--- src/rtl/light_input_conditioner_pkg.sv ---
// Shared encodings and the colour priority helper for the light input conditioner.
package light_pkg;

  localparam int unsigned NUM_COLOURS = 3;
  localparam int unsigned IDX_GREEN   = 0;
  localparam int unsigned IDX_YELLOW  = 1;
  localparam int unsigned IDX_RED     = 2;

  typedef enum logic [1:0] {
    ST_IDLE   = 2'd0,
    ST_GREEN  = 2'd1,
    ST_YELLOW = 2'd2,
    ST_RED    = 2'd3
  } state_t;

  // Red beats yellow beats green; nothing pressed resolves to idle.
  function automatic state_t pick(input logic [NUM_COLOURS-1:0] deb);
    state_t res;
    if (deb[IDX_RED])         res = ST_RED;
    else if (deb[IDX_YELLOW]) res = ST_YELLOW;
    else if (deb[IDX_GREEN])  res = ST_GREEN;
    else                      res = ST_IDLE;
    return res;
  endfunction

  function automatic logic multi_active(input logic [NUM_COLOURS-1:0] deb);
    return (deb[IDX_GREEN] & deb[IDX_YELLOW]) |
           (deb[IDX_GREEN] & deb[IDX_RED]) |
           (deb[IDX_YELLOW] & deb[IDX_RED]);
  endfunction

endpackage

--- src/rtl/light_input_conditioner_debounce_cell.sv ---
// Synchroniser chain followed by a consecutive-sample debouncer for one raw button.
module debounce_cell #(
  parameter int unsigned SYNC_STAGES     = 2,
  parameter int unsigned DEBOUNCE_CYCLES = 4
) (
  input  logic clock,
  input  logic reset,
  input  logic din,
  output logic dout
);

  localparam int unsigned CNT_W = (DEBOUNCE_CYCLES > 1) ? $clog2(DEBOUNCE_CYCLES) : 1;
  localparam logic [CNT_W-1:0] CNT_LAST = CNT_W'(DEBOUNCE_CYCLES - 1);

  logic [SYNC_STAGES-1:0] sync_q;
  logic [CNT_W-1:0]       cnt_q;
  logic                   sync_bit;

  assign sync_bit = sync_q[SYNC_STAGES-1];

  // Counter restarts on every agreement and after each accepted toggle.
  always_ff @(posedge clock) begin
    if (reset) begin
      sync_q <= '0;
      cnt_q  <= '0;
      dout   <= 1'b0;
    end else begin
      sync_q <= {sync_q[SYNC_STAGES-2:0], din};
      if (sync_bit == dout) begin
        cnt_q <= '0;
      end else if (cnt_q == CNT_LAST) begin
        dout  <= ~dout;
        cnt_q <= '0;
      end else begin
        cnt_q <= cnt_q + CNT_W'(1);
      end
    end
  end

endmodule

--- src/rtl/light_input_conditioner.sv ---
// Conditions three raw colour buttons into a mutually exclusive, minimum-hold colour state.
module light_input_conditioner
  import light_pkg::*;
#(
  parameter int unsigned SYNC_STAGES     = 2,
  parameter int unsigned DEBOUNCE_CYCLES = 4,
  parameter int unsigned MIN_HOLD        = 8
) (
  input  logic       clock,
  input  logic       reset,
  input  logic       raw_green,
  input  logic       raw_yellow,
  input  logic       raw_red,
  output logic       green,
  output logic       yellow,
  output logic       red,
  output logic       changed,
  output logic       conflict,
  output logic [1:0] state
);

  localparam int unsigned HOLD_W = $clog2(MIN_HOLD) + 1;
  localparam logic [HOLD_W-1:0] HOLD_LOAD = HOLD_W'(MIN_HOLD - 1);

  logic [NUM_COLOURS-1:0] raw_vec;
  logic [NUM_COLOURS-1:0] deb;

  state_t              state_q, state_d, sel;
  logic [HOLD_W-1:0]   hold_q, hold_d;
  logic                enter;
  logic                changed_d, conflict_d;
  logic                green_d, yellow_d, red_d;

  assign raw_vec = {raw_red, raw_yellow, raw_green};

  for (genvar i = 0; i < NUM_COLOURS; i++) begin : g_deb
    debounce_cell #(
      .SYNC_STAGES     (SYNC_STAGES),
      .DEBOUNCE_CYCLES (DEBOUNCE_CYCLES)
    ) u_cell (
      .clock (clock),
      .reset (reset),
      .din   (raw_vec[i]),
      .dout  (deb[i])
    );
  end

  always_ff @(posedge clock) begin
    if (reset) begin
      state_q  <= ST_IDLE;
      hold_q   <= '0;
      changed  <= 1'b0;
      conflict <= 1'b0;
      green    <= 1'b0;
      yellow   <= 1'b0;
      red      <= 1'b0;
    end else begin
      state_q  <= state_d;
      hold_q   <= hold_d;
      changed  <= changed_d;
      conflict <= conflict_d;
      green    <= green_d;
      yellow   <= yellow_d;
      red      <= red_d;
    end
  end

  // Inputs are ignored while the hold counter is running; it saturates at zero.
  always_comb begin
    state_d = state_q;
    hold_d  = hold_q;
    enter   = 1'b0;
    sel     = pick(deb);

    if (state_q == ST_IDLE) begin
      if (sel != ST_IDLE) begin
        state_d = sel;
        hold_d  = HOLD_LOAD;
        enter   = 1'b1;
      end
    end else if (hold_q != '0) begin
      hold_d = hold_q - HOLD_W'(1);
    end else if (sel != state_q) begin
      state_d = sel;
      if (sel != ST_IDLE) begin
        hold_d = HOLD_LOAD;
        enter  = 1'b1;
      end
    end

    changed_d  = (state_d != state_q);
    conflict_d = enter & multi_active(deb);
    green_d    = (state_d == ST_GREEN);
    yellow_d   = (state_d == ST_YELLOW);
    red_d      = (state_d == ST_RED);
  end

  assign state = state_q;

endmodule
--- config.mk ---
export PLATFORM = sky130hd
export DESIGN_NAME = light_input_conditioner
export DESIGN_NICKNAME = d
export VERILOG_FILES = /design/src/rtl/light_input_conditioner_pkg.sv /design/src/rtl/light_input_conditioner_debounce_cell.sv /design/src/rtl/light_input_conditioner.sv
export SDC_FILE = /design/constraint.sdc
export NUM_CORES = 1
export LEC_CHECK = 0
export BUFFER_PORTS_ARGS = -buffer_cell sky130_fd_sc_hd__buf_2
export CORE_UTILIZATION = 50
export CTS_BUF_LIST = sky130_fd_sc_hd__clkbuf_8
export DETAILED_ROUTE_END_ITERATION = 16
export GPL_TIMING_DRIVEN = 0
export MAX_ROUTING_LAYER = met4
export PLACE_DENSITY = 0.72
export SYNTH_ARGS = -nofsm -noshare
export SYNTH_HDL_FRONTEND = slang
export SYNTH_SLANG_ARGS = --single-unit
--- constraint.sdc ---
create_clock -name clock -period 1.9 [get_ports clock]
set_input_delay 0.19 -clock clock [delete_from_list [all_inputs] [get_ports clock]]
set_output_delay 0.19 -clock clock [all_outputs]
set_load 0.01 [all_outputs]
# Word level (Yosys, flattened, before mapping)
# Cells that the tools add are included.
[classes] div=0 shifts=0 n_bitwise=12 n_reduce_logical=10 eq_ne=11 order_cmp=0 mul=0 add_sub_neg=4 muxes=15
[op_table] op="two-way mux 4 bit" count=4
[op_table] op="two-way mux 2 bit" count=6
[op_table] op="equality test 2 bit, second input constant" count=5
[op_table] op="OR reduction 3 bit" count=3
[op_table] op="adder 2 x 1 -> 2 bit, second input constant" count=3
[op_table] op="NOT 1 bit" count=6
[op_table] op="AND reduction 2 bit" count=3
[op_table] op="two-way mux 1 bit" count=5
[op_table] op="bitwise AND 1 bit" count=4
[op_table] op="!= test 2 bit" count=2
[op_table] op="nonzero test 4 bit" count=1
[op_table] op="subtractor 4 x 1 -> 4 bit, second input constant" count=1
[op_table] op="equality test 1 bit" count=3
[op_table] op="nonzero test 3 bit" count=1
[op_table] op="equality test 2 x 1 -> 1 bit, second input constant" count=1
[op_table] op="logical NOT 2 bit" count=1
[op_table] op="OR 1 bit" count=2
[op_table] op="nonzero test 2 bit" count=1
[word_totals] n_memories=0 latchBits=0 mem_bits_rw=0 out_inout_bits=7 in_bits=5 mem_bits_ro=0 word_cells=68 ff_bits=26

# Logic depth before layout (Yosys ltp)
# Gate-level depths: netlist (run 1).
[depth] ltp_word=9 depth_mapped=7 depth_no_buf=6

# Hierarchy
# A second synthesis (run 1) with hierarchy kept.
[unflattened] hier_cells=111 hier_area_um2=1123.6
[by_module_without_submodules] module="light_input_conditioner" cells_each=72 seq_area_each_um2=220.2 n_inst=1 area_each_um2=616.8
[by_module_without_submodules] module="debounce_cell" cells_each=13 seq_area_each_um2=100.1 n_inst=3 area_each_um2=168.9

# Least setup slack after synthesis (run 1)
# OpenSTA, ideal clock, no wires.
[synth_path] path_type="reg2reg" start="register hold_q[1]" end="register hold_q[0]" period_less_slack_ps=1532 required_ps=1769 path_stages_with_launch=8 setup_time_ps=131 setup_slack_ps=368 arrival_ps=1401 path_buffers=1 cell_sequence="dfxtp_1 inv_1 ha_1 or3b_1 buf_6 a211oi_2 a211o_2 o32ai_1"
[synth_via] elab_chain_len=3 elab_cells_between_ends=4 cone_classes="2 x mux; 2 x reduce/logical"
[synth_rtl] item="start: declaration" line_no="light_input_conditioner.sv:29" rtl="logic [HOLD_W-1:0] hold_q, hold_d;"
[synth_rtl] item="start signal: assignment" line_no="light_input_conditioner.sv:59" rtl="hold_q <= hold_d;"
[synth_rtl] item="nonzero test 4 bit (*)" line_no="light_input_conditioner.sv:81" rtl="end else if (hold_q != '0) begin"
[synth_rtl] item="two-way mux 4 bit" line_no="light_input_conditioner.sv:81"
[synth_rtl] item="two-way mux 4 bit" line_no="light_input_conditioner.sv:75" rtl="if (state_q == ST_IDLE) begin"
# Every way passes the cells marked *; elsewhere a longest branch is shown, timed or not.
# A chain may end at the register's enable or synchronous reset.

# Final worst setup path (run 1)
[layout_path] start="register hold_q[1]" end="register changed"
[layout_via] elab_chain_len=4
[layout_rtl] item="nonzero test 4 bit" line_no="light_input_conditioner.sv:81"
[layout_rtl] item="two-way mux 2 bit" line_no="light_input_conditioner.sv:81"
[layout_rtl] item="two-way mux 2 bit" line_no="light_input_conditioner.sv:75"
[layout_rtl] item="!= test 2 bit" line_no="light_input_conditioner.sv:91" rtl="changed_d = (state_d != state_q);"
[layout_rtl] item="end signal: assignment" line_no="light_input_conditioner.sv:60" rtl="changed <= changed_d;"
[layout_rtl] item="end: declaration" line_no="light_input_conditioner.sv:17" rtl="output logic changed,"
# Every way passes these cells.

==> results of run 1 <==
synth_stat cells, drive strengths merged, types with 2 or more instances:
cell    instances
dfxtp          26
clkbuf          2
o21ai           4
buf             6
a221oi          4
a21oi           6
mux2i           3
nand2           4
xnor2           3
nor2           12
ha              4
nor2b           7
xor2            2
inv             5
nor3            2
or3             6
nand2b          3
where the power goes:
| part | switching (µW) | leakage, µW | internal, µW |
|---|---|---|---|
| Combinational | 14.0 | 0.000286 | 11.4 |
| Clock | 169 | 0.0000357 | 282 |
| Sequential | 3.30 | 0.000211 | 552 |
routing by layer:
layer	global-route usage	part of all wire
met1	0.221	0.48
met2	0.329	0.48
met3	0.0185	0.021
met4	0.0857	0.020
met5	-	0
layout make-up:
class / count / area share
repair buffers: 11 / 0.0428
well taps: 27 / 0.0262
multi-input cells: 75 / 0.423
plain buffers: 8 / 0.0340
clock buffers: 3 / 0.0321
clock inverters: 1 / 0.0233
inverters: 5 / 0.0146
flip-flops and latches: 26 / 0.404
worst max-delay path: stages, from the launching register on:
cell and delay, ps:
dfxtp_1 320, inv_1 80, ha_1 200, nor3b_1 500
a21boi_0 230, a2111oi_2 300
kinds of logic after synthesis:
kind of cell | Yosys count | share of synthesized area
AND/OR/NAND/NOR | 40 | 0.203
flip-flops | 26 | 0.462
XOR/XNOR | 5 | 0.0389
AO/OA/AOI/OAI | 23 | 0.170
multiplexers | 3 | 0.0266
adder cells (fa/ha/maj) | 4 | 0.0444
buffers and inverters | 13 | 0.0555
final timing paths:
kind | startpoint | end | slack [ps] | cells after the start
setup / recovery | hold_q[1] | changed | 190 | 5
hold / removal | raw_red | g_deb[2].u_cell.sync_q[0] | 130 | 2
setup reg to reg | hold_q[1] | changed | 190 | 5
hold reg to reg | g_deb[1].u_cell.cnt_q[0] | g_deb[1].u_cell.cnt_q[0] | 430 | 1
flip-flops by register name (all words and copies together) (netlist names):
register and count:
yellow 1, g_deb.u_cell.dout 3, green 1, g_deb.u_cell.cnt_q 6
hold_q 4, red 1, changed 1, state 2
g_deb.u_cell.sync_q 6, conflict 1
metrics by stage:
step | power [µW] | util | setup WS [ps] | hold WS, ps | cell area [µm²]
after floorplan | 584 | - | 368 | 318 | 1130
after global placement | 593 | 0.596 | 264 | 401 | 1220
after detailed placement | 594 | 0.596 | 232 | 405 | 1220
after CTS | 1040 | 0.631 | 200 | 123 | 1290
after global routing | 1070 | 0.631 | 50.8 | 125 | 1290
final | 1030 | 0.631 | 185 | 127 | 1290
==> metrics, run 1 <==
Max Cap Viol 0; core area 2040 µm²; Final nets 139; Yosys top cell by area dfxtp_1; Port Buffer Count 11; CTS tree done; Starting Density 0.552; slew margin rel. 0.625; maximum vdd drop 0.000435 V; status finished, final reports clean; dpl cells 152; gr usage total 0.189; Worst Path Required 2080 ps; die width 49.5 µm; syn nets 123; first-pass GRT wire length 3440 µm; final worst path period need 1710 ps; hold crit path type input port to flip-flop; endpoints failing setup 0; CTS Buffer Depth 2; FMAX 0.583 GHz; Max Slew Vio Count 0; Fin. Hold Viols 0; Post-CTS Setup Bufs 0; CP Class flip-flop to flip-flop; initial antenna violation count 0; Routed Wire Length 1950 µm; die area 2450 µm²; I/O pins 12; sequential cell area 520 µm²; Worst-Margin Slew 562 ps; Area Growth Syn to Fin 14.2%; GP Congestion 0.787; startpoint types flip-flop; setup_tns 0 ps; Clock Skew 4.07 ps; fraction of layout cells with a size suffix above 1 0.233; Post-synth EDFFs 0; CP max FO 5; Clock Pin Slew Worst Setup and Hold Paths 90 ps; proportion of synthesized chip area in sequential cells 0.462; # rows 16; Most used DFF post-synth dfxtp_1; Worst setup EP type flip-flop; Netlist Area Pre-Place 1130 µm²; WL/cell 12.5 µm; area of the multi-input gates 544 µm²; Die Y-Extent 49.5 µm; Mean Syn Cell Area 9.89 µm²; PD cells 801 nW/µm²; CTS buffer count 3; LEAKAGE 0.000533 µW; most frequent cells in the layout dfxtp_1, buf_2, nor2_1; H-Tree Level Count 1; Synth top area share 0.462; vias in the first global route 804; # DRC 0; commonest non-fill, non-tap cell in the layout dfxtp_1; DR iter-0 viols 12; gr ovfl total 0; ANT cells 0; Sink Count 26; largest net degree at the start of global routing 16; Async S/R FF share, synth 0; Skew-Pair Late Insertion Delay 270 ps; Post-Layout Cell Count 156; Synth area leaders dfxtp_1, ha_1, nor2_1; Root Driver clkbuf_8; DP HPWL 1380 µm; library cells used by synthesis 39; via count 841; Gates resized, CTS repair 0; Via-to-Cell Ratio 5.39; Antenna Nets Post-Route 0; Tcrit/Tclk final 0.903; Ys Warns 0; # fillers 196; Synth Register Bits 26; crit path DAT 1890 ps; CTS Hold Bufs 0; RSZ-0062 raised after global routing false; post-synthesis cell count 114; total iterations of the first detailed-routing run 4
(Power assumes the default switching activity.)
==> inputs of run 2 (changes only) <==
- CORE_MARGIN: default -> 2
==> metrics, run 2 (same netlist as run 1, synthesis figures left out) <==
status finished, final reports clean; Slowest-stage cell, CP or3b_1; worst stage delay on the critical path 370 ps; most frequent cells in the layout dfxtp_1, buf_2, nor2_1; final hold slack 123 ps; CP cell instances inv_1 > ha_1 > or3b_1 > buf_6 > a211oi_2 > a211o_2 > o32ai_1; vias in the first global route 716; CTS Hold Bufs 0; commonest non-fill, non-tap cell in the layout dfxtp_1; hold crit path type input port to flip-flop; # rows 17; Clock Skew 1.24 ps; Tcrit/Tclk final 0.887; Fin. Hold Viols 0; cell family with most CP delay compound AO/OA/AOI/OAI gates; DR iter-0 viols 11; LEAKAGE 0.000533 µW; Clk pwr share 0.439; Reg power frac 0.537; CTS Buffer Depth 2; Root Driver clkbuf_8; Post-CTS Setup Bufs 0; gr ovfl total 0; internal power 845 µW; CP Class flip-flop to flip-flop; Area Growth Syn to Fin 14.3%; WL/cell 12.1 µm; Final nets 139; CP max FO 7; I/O pins 12; first-pass GRT wire length 3170 µm; Largest regs g_deb.u_cell.cnt_q x6, g_deb.u_cell.sync_q x6, hold_q x4; Die Y-Extent 51.5 µm; FMAX 0.594 GHz; Sink Count 26; Max Slew Vio Count 0; Gates resized, CTS repair 0; Worst Path Required 2050 ps; PD cells 803 nW/µm²; Sw Pwr 189 µW; largest net degree at the start of global routing 16; # DRC 0; Routed Wire Length 1900 µm; Antenna Nets Post-Route 0; startpoint types flip-flop; crit path DAT 1830 ps; gr usage total 0.164; Max Cap Viol 0; CTS buffer count 3; core area 2170 µm²; final worst path period need 1680 ps; total iterations of the first detailed-routing run 4; setup_tns 0 ps; via count 843; Worst setup EP type flip-flop; Via-to-Cell Ratio 5.37; initial antenna violation count 0; combinational power share 0.024; CTS tree done; fraction of layout cells with a size suffix above 1 0.233; ANT cells 0; Worst-Margin Slew 506 ps; slew margin rel. 0.662; die width 51.5 µm; Clock Pin Slew Worst Setup and Hold Paths 90 ps; Final Total Pwr 1030 µW; H-Tree Level Count 1; critical path buffer and inverter count 2; maximum vdd drop 0.000422 V; RSZ-0062 raised after global routing false; endpoints failing setup 0; Port Buffer Count 11; Skew-Pair Late Insertion Delay 270 ps; Starting Density 0.520; DP HPWL 1360 µm; sw frac 0.183; GP Congestion 0.864; # fillers 197; die area 2650 µm²
run 2: cell counts in the layout (fill, tap and decap cells not counted):
No cell type changed its count.
run 2: path summary, 6_finish.rpt:
| kind | cells past startpoint | to | slack, ps | startpoint |
|---|---|---|---|---|
| max | 7 | hold_q[0] | 220 | hold_q[1] |
| min | 2 | g_deb[0].u_cell.sync_q[0] | 120 | raw_green |
| max reg2reg | 7 | hold_q[0] | 220 | hold_q[1] |
| min reg2reg | 1 | g_deb[1].u_cell.cnt_q[0] | 420 | g_deb[1].u_cell.cnt_q[0] |
run 2: layer usage:
metal	track usage	wire [µm]	vias to the layer above
met5	-	0	-
met4	0.0658	23	0
met3	0.0263	87	4
met2	0.263	881	23
met1	0.206	910	388
li1	-	-	428
run 2: final cells by class:
cell class | instances | area [µm²] | share of cell area
clock inverter | 1 | 30.0 | 0.0233
timing repair buffer | 11 | 55.1 | 0.0427
multi-input combinational | 75 | 544 | 0.422
buffer | 8 | 43.8 | 0.0340
inverter | 5 | 18.8 | 0.0146
clock buffer | 3 | 41.3 | 0.0320
tap | 28 | 35.0 | 0.0272
sequential | 26 | 520 | 0.404
run 2: power groups by stage:
stage                     Combinational [µW]  Sequential, µW  Clock [µW]
after floorplan                         16.8             568           0
after global placement                  24.5             568           0
after detailed placement                25.0             568           0
after CTS                               24.9             556         463
after global routing                    28.1             557         477
final                                   24.6             555         454
run 2: per-stage QoR:
stage	std cells	worst slack, ps	instance area [µm²]	util
final	157	215	1290	0.594
after global routing	157	107	1290	0.594
after CTS	157	213	1290	0.594
after floorplan	114	368	1130	-
after global placement	153	266	1220	0.561
after detailed placement	153	246	1220	0.561
